File: src/rtl/elevator_req_latch.sv
// Floor-call request stage: synchronise, debounce and latch button presses into
// sticky request bits that the elevator controller clears as it serves each floor.

module elevator_req_bit #(
    parameter int DB_CYCLES = 4,
    parameter int DB_W      = 3
) (
    input  logic clk_i,
    input  logic rst_i,
    input  logic btn_i,
    input  logic clr_i,
    output logic des_o
);
    logic            s1_q, s2_q;
    logic            db_q, db_d;
    logic            db_dly_q;
    logic [DB_W-1:0] cnt_q, cnt_d;
    logic            des_q, des_d;
    logic            press;

    localparam logic [DB_W-1:0] CNT_LAST = DB_W'(DB_CYCLES - 1);

    // A level change is accepted only after it has persisted DB_CYCLES cycles.
    always_comb begin
        db_d  = db_q;
        cnt_d = '0;
        if (s2_q != db_q) begin
            if (cnt_q == CNT_LAST) begin
                db_d = s2_q;
            end else begin
                cnt_d = cnt_q + 1'b1;
            end
        end
    end

    assign press = db_q & ~db_dly_q;

    // clr dominates: a press arriving while clr is high is consumed, not deferred.
    always_comb begin
        des_d = des_q;
        if (clr_i) begin
            des_d = 1'b0;
        end else if (press) begin
            des_d = 1'b1;
        end
    end

    always_ff @(posedge clk_i) begin
        if (rst_i) begin
            s1_q     <= 1'b0;
            s2_q     <= 1'b0;
            db_q     <= 1'b0;
            db_dly_q <= 1'b0;
            cnt_q    <= '0;
            des_q    <= 1'b0;
        end else begin
            s1_q     <= btn_i;
            s2_q     <= s1_q;
            db_q     <= db_d;
            db_dly_q <= db_q;
            cnt_q    <= cnt_d;
            des_q    <= des_d;
        end
    end

    assign des_o = des_q;
endmodule

module elevator_req_latch #(
    parameter int N_FLOORS  = 4,
    parameter int DB_CYCLES = 4,
    parameter int DB_W      = 3,
    localparam int CNT_W    = $clog2(N_FLOORS + 1)
) (
    input  logic                clk_i,
    input  logic                rst_i,
    input  logic [N_FLOORS-1:0] btn_i,
    input  logic [N_FLOORS-1:0] clr_i,
    output logic [N_FLOORS-1:0] des_o,
    output logic                any_req_o,
    output logic [CNT_W-1:0]    pend_cnt_o
);
    logic [N_FLOORS-1:0] des;
    logic [CNT_W-1:0]    pend_cnt;

    for (genvar i = 0; i < N_FLOORS; i++) begin : g_floor
        elevator_req_bit #(
            .DB_CYCLES(DB_CYCLES),
            .DB_W     (DB_W)
        ) u_bit (
            .clk_i(clk_i),
            .rst_i(rst_i),
            .btn_i(btn_i[i]),
            .clr_i(clr_i[i]),
            .des_o(des[i])
        );
    end

    always_comb begin
        pend_cnt = '0;
        for (int i = 0; i < N_FLOORS; i++) begin
            pend_cnt = pend_cnt + CNT_W'(des[i]);
        end
    end

    assign des_o      = des;
    assign any_req_o  = |des;
    assign pend_cnt_o = pend_cnt;
endmodule
File: config.mk
export PLATFORM = sky130hd
export DESIGN_NAME = elevator_req_latch
export DESIGN_NICKNAME = d
export VERILOG_FILES = /design/src/rtl/elevator_req_latch.sv
export SDC_FILE = /design/constraint.sdc
export NUM_CORES = 1
export LEC_CHECK = 0
export BUFFER_PORTS_ARGS = -buffer_cell sky130_fd_sc_hd__buf_2
export CAP_MARGIN = 0
export CORE_ASPECT_RATIO = 0.75
export CORE_UTILIZATION = 30
export DETAILED_ROUTE_END_ITERATION = 8
export GPL_TIMING_DRIVEN = 0
export PLACE_DENSITY = 0.45
export SYNTH_ARGS = -nofsm -noshare
export SYNTH_HDL_FRONTEND = slang
export SYNTH_SLANG_ARGS = --single-unit
File: constraint.sdc
create_clock -name clk_i -period 2.55 [get_ports clk_i]
set_input_delay 0.1275 -clock clk_i [delete_from_list [all_inputs] [get_ports clk_i]]
set_output_delay 0.1275 -clock clk_i [all_outputs]
set_load 0.1 [all_outputs]
==> flow_summary.ini, run 1 <==
[cts]
cts.clk_slew.worst_paths_ns = 0.06
worst_skew_pair.late_latency_ns = 0.27
postCtsSetupRepairBufs = 0
tritoncts = built
worst_case_clock_buffer_depth = 2
cts-htree-levels = 2
cts_sinks = 32
cts_repair_resize_count = 0
ctsRootBufferMaster = clkbuf_8
numCtsBuffers = 5
ctsHoldBuffers = 0

[final_layout]
finish.cell_count_without_fillers = 184
most-common-layout-cells = 32 x dfxtp_1, 19 x buf_2, 13 x nor2b_1
cell_area_after_layout_um2 = 1470
final.fill_count = 389
most_common_cell_after_layout_fill_and_taps_aside = dfxtp_1
post_route_cells_drive_above_1_share_pct = 25.8
area_taken_by_multi_input_logic_gates_um2 = 499
insertedDiodeCount = 0
final_net_count = 153
area_delta_synth_final_pct = 19.6
area_used_by_sequential_logic_in_the_layout_um2 = 641

[global_route]
globalRouteOverflowTotal = 0
overall_routing_resource_usage_pct = 10.8
grt_max_degree = 11
grt_first_pass_wirelength_mm = 3.35
vias_in_the_first_global_route = 790
grt_antenna_before_repair = 0

[floorplanning]
die_y_um = 57.3
floorplan.rows = 19
floorplan.initialDensity_pct = 32.4
number_of_i_o_pins = 18
core_area_um2 = 3780
chipWidth_um = 75.8
die_area_um2 = 4350

[power]
worst_ir_drop_vdd_mv = 0.284
p_leak_uw = 0.000617
power_density_nw_per_um2 = 633
power_uw = 928

[critical_path]
crit_type = flip-flop to output pin
crit_chain = inv_1, fa_1, inv_1, ha_1, ha_1, buf_2
crit_path_start_kind = flip-flop
cp_max_fo = 3
worst-endpoint-required_ns = 2.42
critical_path.slowest_cell = fa_1
worst_ep_arrival_time_ns = 2.10
critical_path.max_stage_delay_ns = 0.53
timing.critical_path.to_type = output pin

[sta]
timing_worst_slew_pin_value_ns = 0.489
setup-violations-final = 0
setup_repair_after_global_routing_missed_its_margin = false
post-route-period-util_pct = 87.5
timing.setup.tns_ns = 0
skew_ns = 0.00249
hold_violations = 0
max_slew_headroom_at_the_worst_pin_pct = 67.6
drv_slew = 0
period_minus_slack_ns = 2.23
final.hold.worst_slack_ns = 0.0116
achievable-frequency_mhz = 448

[yosys]
synth.cell_area_um2 = 1220
count_of_yosys_warnings_during_synthesis = 0
synth_seq_area_share_pct = 52.3
postSynth.topFlopCell = dfxtp_1
synthArstFlopShare_pct = 0
synth_cell_types = 17
post_syn_area_per_cell_um2 = 11.4
number_of_flops_mapped_to_enable_cells_by_yosys = 0
synthesis.instances = 107
yosys_register_bits = 32
mappedNetlistNets = 129

[placement]
place_inst = 176
dpl.hpwl_mm = 1.39
port-buffer-count = 17
postPlaceCellArea_um2 = 1380
final_gp_congestion = 0.704

[job]
timing.max_cap.violations = 0

[detailed_routing]
routed-via-count = 762
ant_nets = 0
avgViaCountPerCell = 4.14
detailedRoute.firstPassIterationCount = 2
first_iter_violations = 5
drt-total-wl_mm = 1.87
drcViolationCount = 0
post_drt_wl_per_cell_um = 10.2

[hold_path]
timing.hold.worst.class = primary input to flip-flop

[status]
status = finished, final reports clean
-- path summary, 6_finish.rpt --
check | startpoint | to | slack (ns) | depth (start not counted)
max | g_floor[0].u_bit.des_o$_SDFFE_PP0P_ | pend_cnt_o[1] | 0.32 | 6
min | clr_i[3] | g_floor[3].u_bit.des_o$_SDFFE_PP0P_ | 0.01 | 2
max reg2reg | g_floor[0].u_bit.cnt_q[0]$_SDFF_PP0_ | g_floor[0].u_bit.cnt_q[2]$_SDFF_PP0_ | 1.40 | 3
min reg2reg | g_floor[3].u_bit.s1_q$_SDFF_PP0_ | g_floor[3].u_bit.s2_q$_SDFF_PP0_ | 0.43 | 1
-- sequential cells by signal, summed over array words and instances (netlist names) --
signal and count:
g_floor.u_bit.cnt_q 12, g_floor.u_bit.db_dly_q 4, g_floor.u_bit.db_q 4, g_floor.u_bit.des_o 4
g_floor.u_bit.s1_q 4, g_floor.u_bit.s2_q 4
-- worst max-delay path: cells and delay by family (launching register included) --
family	cells	cell delay (ns)
flops	1	0.32
buf+inv	3	0.54
fa+ha+maj	3	0.97
-- stage by stage --
| step | worst slack, ns | utilization [%] |
|---|---|---|
| global placement | 0.625 | 36.4 |
| CTS | 0.297 | 38.8 |
| global route | 0.202 | 38.8 |
| floorplan | 0.482 | - |
| detailed placement | 0.598 | 36.4 |
| finish | 0.320 | 38.8 |
-- cell type report --
| cell class | count | area share [%] |
|---|---|---|
| inverter | 9 | 2.31 |
| multi-input combinational | 59 | 34.1 |
| buffer | 7 | 3.50 |
| timing repair buffer | 17 | 5.81 |
| clock buffer | 8 | 6.15 |
| sequential | 32 | 43.7 |
| tap | 52 | 4.44 |
-- cell usage after synthesis, types with 3 or more instances --
cell / instances / area [µm²]
buf_4: 4 / 30.0
nand2b_1: 3 / 18.8
xnor2_1: 4 / 35.0
a211oi_1: 3 / 22.5
inv_1: 9 / 33.8
nor2_1: 6 / 22.5
nor4b_2: 4 / 60.1
nor4_1: 8 / 50.1
ha_1: 11 / 138
mux2i_1: 4 / 40.0
dfxtp_1: 32 / 641
nor2b_1: 13 / 81.3
-- metal layers --
layer / vias up / routed length (µm) / track usage [%]
li1: 399 / - / -
met1: 353 / 943 / 12.7
met2: 8 / 840 / 16.7
met3: 2 / 79 / 5.30
met4: 0 / 8 / 4.76
met5: - / 0 / 0
-- logic make-up (layout without fill, tap and decap cells) --
| group | count (synthesis) | in the layout | share of synthesized area, % |
|---|---|---|---|
| buffers and inverters | 16 | 41 | 6.95 |
| adders and majority gates | 12 | 12 | 12.9 |
| and+or+nand+nor | 35 | 35 | 19.3 |
| AOI/OAI and AO/OA | 4 | 4 | 2.45 |
| DFF | 32 | 32 | 52.3 |
| muxes | 4 | 4 | 3.27 |
| xor gates and xnor gates | 4 | 4 | 2.86 |
-- where the power goes --
group	total (µW)	internal (µW)	leakage, µW	switching [µW]
sequential	511	508	0.000260	3.33
clock	387	220	0.0000455	167
combinational	29.6	14.2	0.000311	15.3
No activity file was read; power rests on OpenSTA's default activity.
==> run 2, diff against run 1 <==
GPL_TIMING_DRIVEN = 1   (was 0)
==> run 2 against run 1 <==
Critical path depth is the same; non-clock buffer count decreased by 4; routed wire length decreased by 8.2%; power is essentially flat; highest routed layer unchanged; clock skew about the same; register-to-register slack about the same; count of clock-buffer cells in the layout shrank 2; final area down 1.3%; first-iteration DRC count rose to 3.4 times the previous value; sequential power barely moved; fmax about the same.
==> flow_summary.ini, run 2 (synthesized netlist as in run 1, its figures left out) <==
[cts]
tritoncts = built
cts-htree-levels = 2
numCtsBuffers = 5
worst_case_clock_buffer_depth = 2
ctsRootBufferMaster = clkbuf_8
worst_skew_pair.late_latency_ns = 0.27
cts.clk_slew.worst_paths_ns = 0.06
cts_sinks = 32

[sta]
post-route-period-util_pct = 87.4
hold_violations = 0
max_slew_headroom_at_the_worst_pin_pct = 59.8
timing_worst_slew_pin_value_ns = 0.603
skew_ns = 0.00280
setup-violations-final = 0
drv_slew = 0
setup_repair_after_global_routing_missed_its_margin = false
timing.final.ws_setup_ns = 0.322
timing.setup.tns_ns = 0
period_minus_slack_ns = 2.23
achievable-frequency_mhz = 449

[detailed_routing]
detailedRoute.firstPassIterationCount = 4
avgViaCountPerCell = 4.18
first_iter_violations = 17
drt-total-wl_mm = 1.72
routed-via-count = 752
ant_nets = 0
drcViolationCount = 0
post_drt_wl_per_cell_um = 9.54

[global_route]
globalRouteOverflowTotal = 0
vias_in_the_first_global_route = 697
overall_routing_resource_usage_pct = 9.32
grt_max_degree = 33
grt_first_pass_wirelength_mm = 2.89
grt_antenna_before_repair = 0

[final_layout]
area_delta_synth_final_pct = 18.1
largest-register = g_floor.u_bit.cnt_q
most-common-layout-cells = 32 x dfxtp_1, 17 x buf_2, 13 x nor2b_1
finish.cell_count_without_fillers = 180
insertedDiodeCount = 0
final_net_count = 149
largest_reg_flops = 12
post_route_cells_drive_above_1_share_pct = 22.7
most_common_cell_after_layout_fill_and_taps_aside = dfxtp_1

[power]
p_leak_uw = 0.000599
worst_ir_drop_vdd_mv = 0.296
power_density_nw_per_um2 = 642

[floorplanning]
number_of_i_o_pins = 18
die_y_um = 57.3
die_area_um2 = 4350
core_area_um2 = 3780
chipWidth_um = 75.8
floorplan.rows = 19
floorplan.initialDensity_pct = 32.4

[critical_path]
cp_max_fo = 3
worst-endpoint-required_ns = 2.42
rr_worst_depth = 3
timing.critical_path.to_type = output pin
critical_path.reg2reg.endpoint = g_floor[1].u_bit.cnt_q[2]$_SDFF_PP0_
worst_setup_slack_for_register_to_register_paths_ns = 1.40
crit_type = flip-flop to output pin
worst_ep_arrival_time_ns = 2.10
r2r_start = g_floor[1].u_bit.cnt_q[0]$_SDFF_PP0_
crit_path_start_kind = flip-flop

[placement]
dpl.hpwl_mm = 1.20
dpl_worst_slack_ns = 0.603
port-buffer-count = 17
place_inst = 169
final_gp_congestion = 0.628

[status]
status = finished, final reports clean

[job]
timing.max_cap.violations = 0

[hold_path]
hold-path-endpoint = g_floor[1].u_bit.s1_q$_SDFF_PP0_
timing.hold.worst.class = primary input to flip-flop
hp-start = btn_i[1]
worstHoldPathCells = 2
run 2: cell count changes in the layout (fill, tap and decap cells not counted):
cell and change:
buf_4 -4, dlygate4sd3_1 +3, buf_2 -2, clkbuf_1 -2
clkinv_2 +2, buf_6 -1
run 2: per-stage QoR:
stage,instance area (µm²),total power [µW],util [%],hold slack [ns]
after global placement,1320,547,35.0,0.290
after global routing,1450,981,38.3,0.0538
after floorplan,1220,540,-,0.199
final,1450,928,38.3,0.0548
after CTS,1450,946,38.3,0.0470
after detailed placement,1320,548,35.0,0.294
run 2: repair_timing:
action / CTS / global route
buffers inserted: 0 / 0
hold endpoints to repair: 3 / 0
hold buffers: 3 / 0
resized for setup: 0 / 0
run 2: metal layers:
metal	wire (µm)	global-route usage, %	vias up
met5	0	0	-
met4	25	4.76	0
met3	83	5.30	4
met2	797	13.4	12
li1	-	-	392
met1	812	11.0	344
run 2: power breakdown:
group	switching [µW]	internal, µW	leakage, µW
clock	174	215	0.0000510
combinational	14.3	14.6	0.000288
sequential	3.16	508	0.000260
run 2: area by class of cell:
class	instances	area (µm²)
timing repair buffer	20	115
sequential	32	641
tap	52	65.1
inverter	9	33.8
clock buffer	6	82.6
clock inverter	2	10.0
multi-input combinational	59	499
fill	378	2330
run 2: worst max-delay path: stages, from the launching register on:
cell     delay [ns]
dfxtp_1        0.32
inv_1          0.08
fa_1           0.53
inv_1          0.04
ha_1           0.17
ha_1           0.27
buf_2          0.42
run 2: worst max path at each step:
stage,from,end,slack (ns),depth (start not counted)
3_3_place_gp,g_floor[0].u_bit.des_o$_SDFFE_PP0P_,pend_cnt_o[1],0.64,6
5_1_grt,g_floor[0].u_bit.des_o$_SDFFE_PP0P_,pend_cnt_o[1],0.21,6
2_1_floorplan,g_floor[0].u_bit.des_o$_SDFFE_PP0P_,pend_cnt_o[1],0.48,5
6_report,g_floor[0].u_bit.des_o$_SDFFE_PP0P_,pend_cnt_o[1],0.32,6
3_5_place_dp,g_floor[0].u_bit.des_o$_SDFFE_PP0P_,pend_cnt_o[1],0.60,6
4_1_cts,g_floor[0].u_bit.des_o$_SDFFE_PP0P_,pend_cnt_o[1],0.30,6
